### config.mk
export PLATFORM = sky130hd
export DESIGN_NAME = countdown_ctrl
export DESIGN_NICKNAME = d
export VERILOG_FILES = /design/src/rtl/countdown_ctrl.sv
export SDC_FILE = /design/constraint.sdc
export NUM_CORES = 1
export LEC_CHECK = 0
export CORE_MARGIN = 2
export CORE_UTILIZATION = 35
export DETAILED_ROUTE_END_ITERATION = 10
export GPL_TIMING_DRIVEN = 0
export SKIP_LAST_GASP = 1
export SYNTH_ARGS = -nofsm -noshare
export SYNTH_HDL_FRONTEND = slang
export SYNTH_SLANG_ARGS = --single-unit
### constraint.sdc
create_clock -name clk -period 3.1 [get_ports clk]
set_clock_uncertainty 0.2 [all_clocks]
set_input_delay 0.775 -clock clk [delete_from_list [all_inputs] [get_ports clk]]
set_output_delay 0.775 -clock clk [all_outputs]
set_load 0.01 [all_outputs]
### src/rtl/countdown_ctrl.sv
// countdown_ctrl: sequencer for an N-bit down-counter.
// Loads a start value, decrements on qualified ticks, supports pause and abort,
// and reports terminal count with a one-cycle done pulse.
// Optional build macro COUNTDOWN_AUTORELOAD_EN: on terminal count the counter
// reloads the captured start value and keeps running instead of entering DONE.
module countdown_ctrl #(
    parameter int N = 6
) (
    input  logic         clk,
    input  logic         rst,
    input  logic         start,
    input  logic [N-1:0] load_value,
    input  logic         tick,
    input  logic         pause,
    input  logic         abort,
    output logic [N-1:0] count,
    output logic         busy,
    output logic         done,
    output logic [1:0]   state_o
);

    typedef enum logic [1:0] {
        S_IDLE  = 2'd0,
        S_RUN   = 2'd1,
        S_PAUSE = 2'd2,
        S_DONE  = 2'd3
    } state_t;

    state_t       state_q, state_d;
    logic [N-1:0] count_q, count_d;

    // Terminal-count qualifier: a tick in RUN that is not overridden by abort/pause
    // while the counter sits at 1.
    logic         term_hit;

`ifdef COUNTDOWN_AUTORELOAD_EN
    logic [N-1:0] reload_q, reload_d;
    logic         done_q, done_d;
`endif

    // Decrement that saturates at zero; 0 is terminal and never wraps to all-ones.
    function automatic logic [N-1:0] dec_sat(input logic [N-1:0] v);
        return (v == '0) ? '0 : v - N'(1);
    endfunction

    assign term_hit = (state_q == S_RUN) && !abort && !pause && tick
                      && (count_q == N'(1));

    // State register with asynchronous active-low reset.
    always_ff @(posedge clk or negedge rst) begin
        if (!rst) begin
            state_q <= S_IDLE;
        end else begin
            state_q <= state_d;
        end
    end

    // Next-state decision; priority in RUN and PAUSE is abort > pause > tick.
    always_comb begin
        state_d = state_q;
        unique case (state_q)
            S_IDLE: begin
                if (start) begin
                    state_d = (load_value != '0) ? S_RUN : S_DONE;
                end
            end
            S_RUN: begin
                if (abort) begin
                    state_d = S_IDLE;
                end else if (pause) begin
                    state_d = S_PAUSE;
                end else if (term_hit) begin
`ifdef COUNTDOWN_AUTORELOAD_EN
                    state_d = S_RUN;
`else
                    state_d = S_DONE;
`endif
                end
            end
            S_PAUSE: begin
                if (abort) begin
                    state_d = S_IDLE;
                end else if (!pause) begin
                    state_d = S_RUN;
                end
            end
            S_DONE: begin
                state_d = S_IDLE;
            end
            default: state_d = S_IDLE;
        endcase
    end

    // Counter (and reload) next value, following the same priorities as the FSM.
    always_comb begin
        count_d = count_q;
`ifdef COUNTDOWN_AUTORELOAD_EN
        reload_d = reload_q;
        done_d   = term_hit;
`endif
        unique case (state_q)
            S_IDLE: begin
                if (start) begin
                    count_d = load_value;
`ifdef COUNTDOWN_AUTORELOAD_EN
                    if (load_value != '0) begin
                        reload_d = load_value;
                    end
`endif
                end
            end
            S_RUN: begin
                if (abort) begin
                    count_d = '0;
                end else if (pause) begin
                    count_d = count_q;
                end else if (term_hit) begin
`ifdef COUNTDOWN_AUTORELOAD_EN
                    count_d = reload_q;
`else
                    count_d = '0;
`endif
                end else if (tick) begin
                    count_d = dec_sat(count_q);
                end
            end
            S_PAUSE: begin
                if (abort) begin
                    count_d = '0;
                end
            end
            S_DONE: begin
                count_d = '0;
            end
            default: count_d = '0;
        endcase
    end

    // Datapath registers; reset clears the count (and reload/pulse when present).
    always_ff @(posedge clk or negedge rst) begin
        if (!rst) begin
            count_q <= '0;
`ifdef COUNTDOWN_AUTORELOAD_EN
            reload_q <= '0;
            done_q   <= 1'b0;
`endif
        end else begin
            count_q <= count_d;
`ifdef COUNTDOWN_AUTORELOAD_EN
            reload_q <= reload_d;
            done_q   <= done_d;
`endif
        end
    end

    // Moore outputs decoded from registered state only.
    always_comb begin
        count   = count_q;
        state_o = state_q;
        busy    = (state_q == S_RUN) || (state_q == S_PAUSE);
`ifdef COUNTDOWN_AUTORELOAD_EN
        done    = (state_q == S_DONE) || done_q;
`else
        done    = (state_q == S_DONE);
`endif
    end

endmodule
Word-level counts from Yosys, hierarchy flattened. Cells that the tools add are included.

Bits in read-only memories: 0. Input port bits: 12. Memories kept: 0. Flip-flop bits (word level): 8. Logic and storage cells: 41. Bits in latches: 0. Output and inout port bits: 10. RAM bits: 0.

Reduce and logical (&&, ||, !) cells: 12. Bitwise gates (word level): 0. Multiplexer cells: 16. Equal/unequal tests: 10. Add/subtract/negate cells: 1. $lt $le $gt $ge: 0. Shift operators: 0. Multiply operators: 0. Divide/modulo/power cells: 0.

Operators by type and width (number): 6-bit 2-to-1 mux (7); 6-bit case mux with 4 select lines (1); 2-bit 2-to-1 mux (7); 4-bit inequality test (second input constant) (2); 2-bit case mux with 4 select lines (1); 6-bit by 1-bit == test with 1-bit output (second input constant) (1); 6-bit logical NOT (1); 3-bit inequality test (second input constant) (2); 6-bit nonzero test (1); 6-bit by 1-bit subtractor with 6-bit output (second input constant) (1); 2-bit == test (second input constant) (2); 1-bit logical AND (4); 2-bit inequality test (second input constant) (2); 4-bit AND reduction (1); 3-bit AND reduction (1); 2-bit by 1-bit == test with 1-bit output (second input constant) (1); 1-bit logical NOT (2); 2-bit logical NOT (1); 1-bit logical OR (1).

Logic depth before layout (Yosys ltp).
Depth in word-level cells: 9. Gate-level depth with buffers: 7. Mapped depth without buffers: 6.

Worst setup path after synthesis. OpenSTA, ideal clock, no wires.

Path type: input -> register. Start: input abort. End: register count_q[3] (netlist: count[3]). Stages on the path: 4. Required time: 2796 ps. Library setup time: 104 ps. Buffers on the path: 0. Path slack: 887 ps. Arrival: 1909 ps. Cells stage by stage: or4b_1 -> o22a_2 -> or3b_1 -> o311ai_1.

Cells in the longest elaborated chain, start to end: 9. Elaborated cells between the ends (all ways): 13. Those cells by class: eq/ne: 3; mux: 4; reduce/logical: 6.

RTL lines: from (decl) (line 15) `input logic abort,`; 1-bit logical NOT (line 46) `assign term_hit = (state_q == S_RUN) && !abort && !pause && tick`; 1-bit logical AND (3 in a row) (line 46); 1-bit logical AND (line 47) `&& (count_q == N'(1));`; 6-bit 2-to-1 mux (line 117) `end else if (term_hit) begin`; 6-bit 2-to-1 mux (line 115) `end else if (pause) begin`; 6-bit 2-to-1 mux (line 113) `if (abort) begin`; 6-bit case mux with 4 select lines (line 101) `unique case (state_q)`; to (signal assigned) (line 148) `count_q <= count_d;`; to (decl) (line 30) `logic [N-1:0] count_q, count_d;`.

Parallel ways exist; a longest one is shown, timed or not. The select of a mux whose other input is x is not followed. A chain may end at the register's enable or synchronous reset.

Final worst setup path.
Start: input abort. End: register count_q[2] (netlist: count[2]).

Same word-level chain as after synthesis.

==> summary.txt <==
GRT
  • Largest net degree at the start of global routing: 11
  • Number of global-route vias before repair: about 590
  • Gr ovfl total: 0
  • First-pass GRT wire length: roughly 2.7 mm
  • Initial antenna violation count: 0
  • Global-route usage over all layers: between 15 and 20%

Min path
  • Hold Startpoint: count[5]$_DFFE_PN0P_
  • Min-delay worst type: reg -> reg
  • Hold depth: 1
  • Worst Hold Path EP: count[5]$_DFFE_PN0P_

Detailed routing
  • DRC viols: 0
  • Vias: roughly 650
  • Final wirelength: about 1.7 mm
  • Pre-Repair DR Iteration Count: 4
  • Number of vias per cell: about 5.3
  • Drt wl/cell: around 14 um
  • Post-route ant nets: 0
  • 1st-iter DRT viols: 8

Critical path
  • R2R depth: 6
  • CP max stage delay: about 0.59 ns
  • Worst Setup Start Kind: primary input
  • Crit path max fanout: 10
  • Critical path buffer and inverter count: 2
  • FF-to-FF setup slack: between 0.8 and 0.9 ns
  • CP cell instances: clkdlybuf4s50_1 -> and2b_2 -> a222oi_1 -> buf_4 -> o21ai_0 -> a22o_1
  • Worst r2r dst: count[3]$_DFFE_PN0P_
  • Critical path class: in -> reg
  • CP Capture Type: register
  • Worst r2r src: count[0]$_DFFE_PN0P_
  • Arrival time worst endpoint: between 2 and 3 ns
  • Slowest cell on the critical path: clkdlybuf4s50_1
  • Req. time, crit path: slightly above 3 ns
  • Worst setup startpoint: abort
  • Top delay family on crit path: buffers and inverters

Yosys
  • Ys flop type: dfrtp_1
  • Synth unique cells: 36
  • Post-synth ARST share: 100.0%
  • Ys Warns: 0
  • Flops & latches, synth: 8
  • Seq/Total Area, Yosys: between 20% and 30%
  • Cell Area, Synth: ~680 um^2
  • Syn_nets: 93
  • Syn Inst Count: 74
  • Number of flops mapped to enable cells by yosys: 0
  • Avg Cell Area, Syn: 9.130 um^2

Final layout
  • Fillers: between 150 and 200
  • Diode count: 0
  • Final #Nets: 119
  • Most frequent cells in the layout: 21 x clkdlybuf4s50_1, 8 x inv_1, 8 x dfrtp_1
  • Commonest non-fill, non-tap cell in the layout: clkdlybuf4s50_1
  • P&R area growth vs syn: 39.07%
  • Share of layout cells above drive strength 1: about 7%

STA
  • Final setup violation count: 0
  • Fmax: about 0.38 GHz
  • Fin. Hold Viols: 0
  • Max Transition Viols Final: 0
  • RSZ-0062 raised after global routing: no
  • Fin crit period: 2.645 ns
  • Fin crit share: 85.32%
  • Worst slew margin: between 60% and 70%
  • Worst-margin pin slew: ~0.5 ns
  • Setup TNS: 0 ns

Power and ir drop
  • Peak VDD IR: between 0.4 and 0.5 mV
  • Final Power: 0.9215 mW
  • Clock share of power: a little under a tenth
  • Pwr Density: 980.7 mW/mm^2
  • Part of the power in registers: between 20% and 30%
  • Leak Pwr: between 0.4 and 0.5 nW
  • Switching Fraction: between 40% and 50%
  • Switching Power: between 0.4 and 0.5 mW
  • Internal Power: 0.5195 mW
  • Logic pwr share: around two thirds

Die
  • # rows: 15
  • Core box area: between 0.0015 and 0.002 mm^2
  • Die Span Y: between 40 and 50 um
  • Full die area: ~0.0023 mm^2
  • Die W: around 48 um
  • Top Ports: 22
  • Initial Utilization: about two fifths

Clock network
  • Root Buffer: clkbuf_4
  • Post-CTS setup buffers: 0
  • CTS Hold Bufs: 0
  • Worst-Skew Late Latency: approximately 0.27 ns
  • Clock slew seen by the registers of the worst setup and hold paths: 0.06 ns
  • Sink Count: 8
  • Post-CTS sizing: 0
  • CTS tree: done
  • CTS Buf Count: 3
  • Maximum root-to-sink buffer count: 2
  • H-tree depth: 1

Status
  • Outcome: complete, no violations

Placed design
  • DP HPWL: 1.308 mm
  • Input/output buffers: 21
  • GPL Wtd Cong: approximately 0.83

Flow run
  • MaxCap Viol Count: 0
## how the worst max path moves through the flow
stage	end	slack [ns]	cells past startpoint
finish	count[2]$_DFFE_PN0P_	0.45	6
CTS	count[2]$_DFFE_PN0P_	0.47	6
global placement	count[2]$_DFFE_PN0P_	0.21	6
global route	count[2]$_DFFE_PN0P_	0.32	6
floorplan	count[3]$_DFFE_PN0P_	0.89	4
detailed placement	count[2]$_DFFE_PN0P_	0.20	6
## cell usage after synthesis, drive strengths merged (2+ instances only)
| cell | instances | area share [%] |
|---|---|---|
| nor3 | 2 | 1.5 |
| nor4b | 3 | 3.9 |
| a2bb2oi | 2 | 2.6 |
| and3b | 2 | 2.8 |
| inv | 8 | 4.4 |
| or3b | 2 | 2.6 |
| o22a | 2 | 2.8 |
| dfrtp | 8 | 30 |
| nor2 | 4 | 2.2 |
| ha | 7 | 13 |
| nand2 | 2 | 1.1 |
| a21oi | 4 | 3.0 |
| nand2b | 2 | 1.9 |
| and2 | 2 | 1.9 |
| mux2i | 2 | 3.0 |
| o21ai | 4 | 3.0 |
## sequential cells by signal, summed over array words and instances (netlist names)
name and count:
count 6, state_o 2
## through the flow
step | hold WS, ns | utilization, % | area (um^2) | std cells | worst slack (ns)
after global placement | 0.3453 | 51.99 | 917.1 | 120 | 0.2149
after detailed placement | 0.3531 | 51.99 | 917.1 | 120 | 0.1959
final | 0.3681 | 53.26 | 939.7 | 123 | 0.4550
after floorplan | 0.2794 | - | 675.6 | 74 | 0.8873
after CTS | 0.3627 | 53.26 | 939.7 | 123 | 0.4653
after global routing | 0.4103 | 53.26 | 939.7 | 123 | 0.3170
## kinds of logic (layout without fill, tap and decap cells)
logic type	after synthesis	after routing	synth area share, %
muxes	2	2	2.963
AOI/OAI and AO/OA	23	23	24.63
and+or+nand+nor	24	24	23.71
DFF	8	8	29.63
adders and majority gates	7	7	12.96
buffers and inverters	10	34	6.111
## power by group through the flow
stage	Sequential [mW]	Clock (mW)	Combinational, mW
2_1_floorplan	0.234	0	0.365
3_3_place_gp	0.224	0	0.611
3_5_place_dp	0.227	0	0.607
4_1_cts	0.225	0.0877	0.613
5_1_grt	0.234	0.0962	0.675
6_report	0.223	0.0861	0.612
## per-layer routing
metal / wire [um] / vias to the layer above / part of all wire (%) / track usage, %
met5: 0 / - / 0 / 0
met4: 21 / 0 / 1.3 / 4.865
met3: 102 / 4 / 6.1 / 6.038
met2: 745 / 20 / 45 / 26.13
met1: 797 / 300 / 48 / 22.52
li1: - / 328 / - / -
## cell type report
| cell class | instances | area (um^2) | share of cell area (%) |
|---|---|---|---|
| multi-input cells | 56 | 434.2 | 46.21 |
| clock buffers | 3 | 22.52 | 2.397 |
| flip-flops and latches | 8 | 200.2 | 21.30 |
| repair buffers | 21 | 210.2 | 22.37 |
| inverters | 8 | 30.03 | 3.196 |
| plain buffers | 2 | 11.26 | 1.198 |
| well taps | 25 | 31.28 | 3.329 |
(Power assumes the default switching activity.)
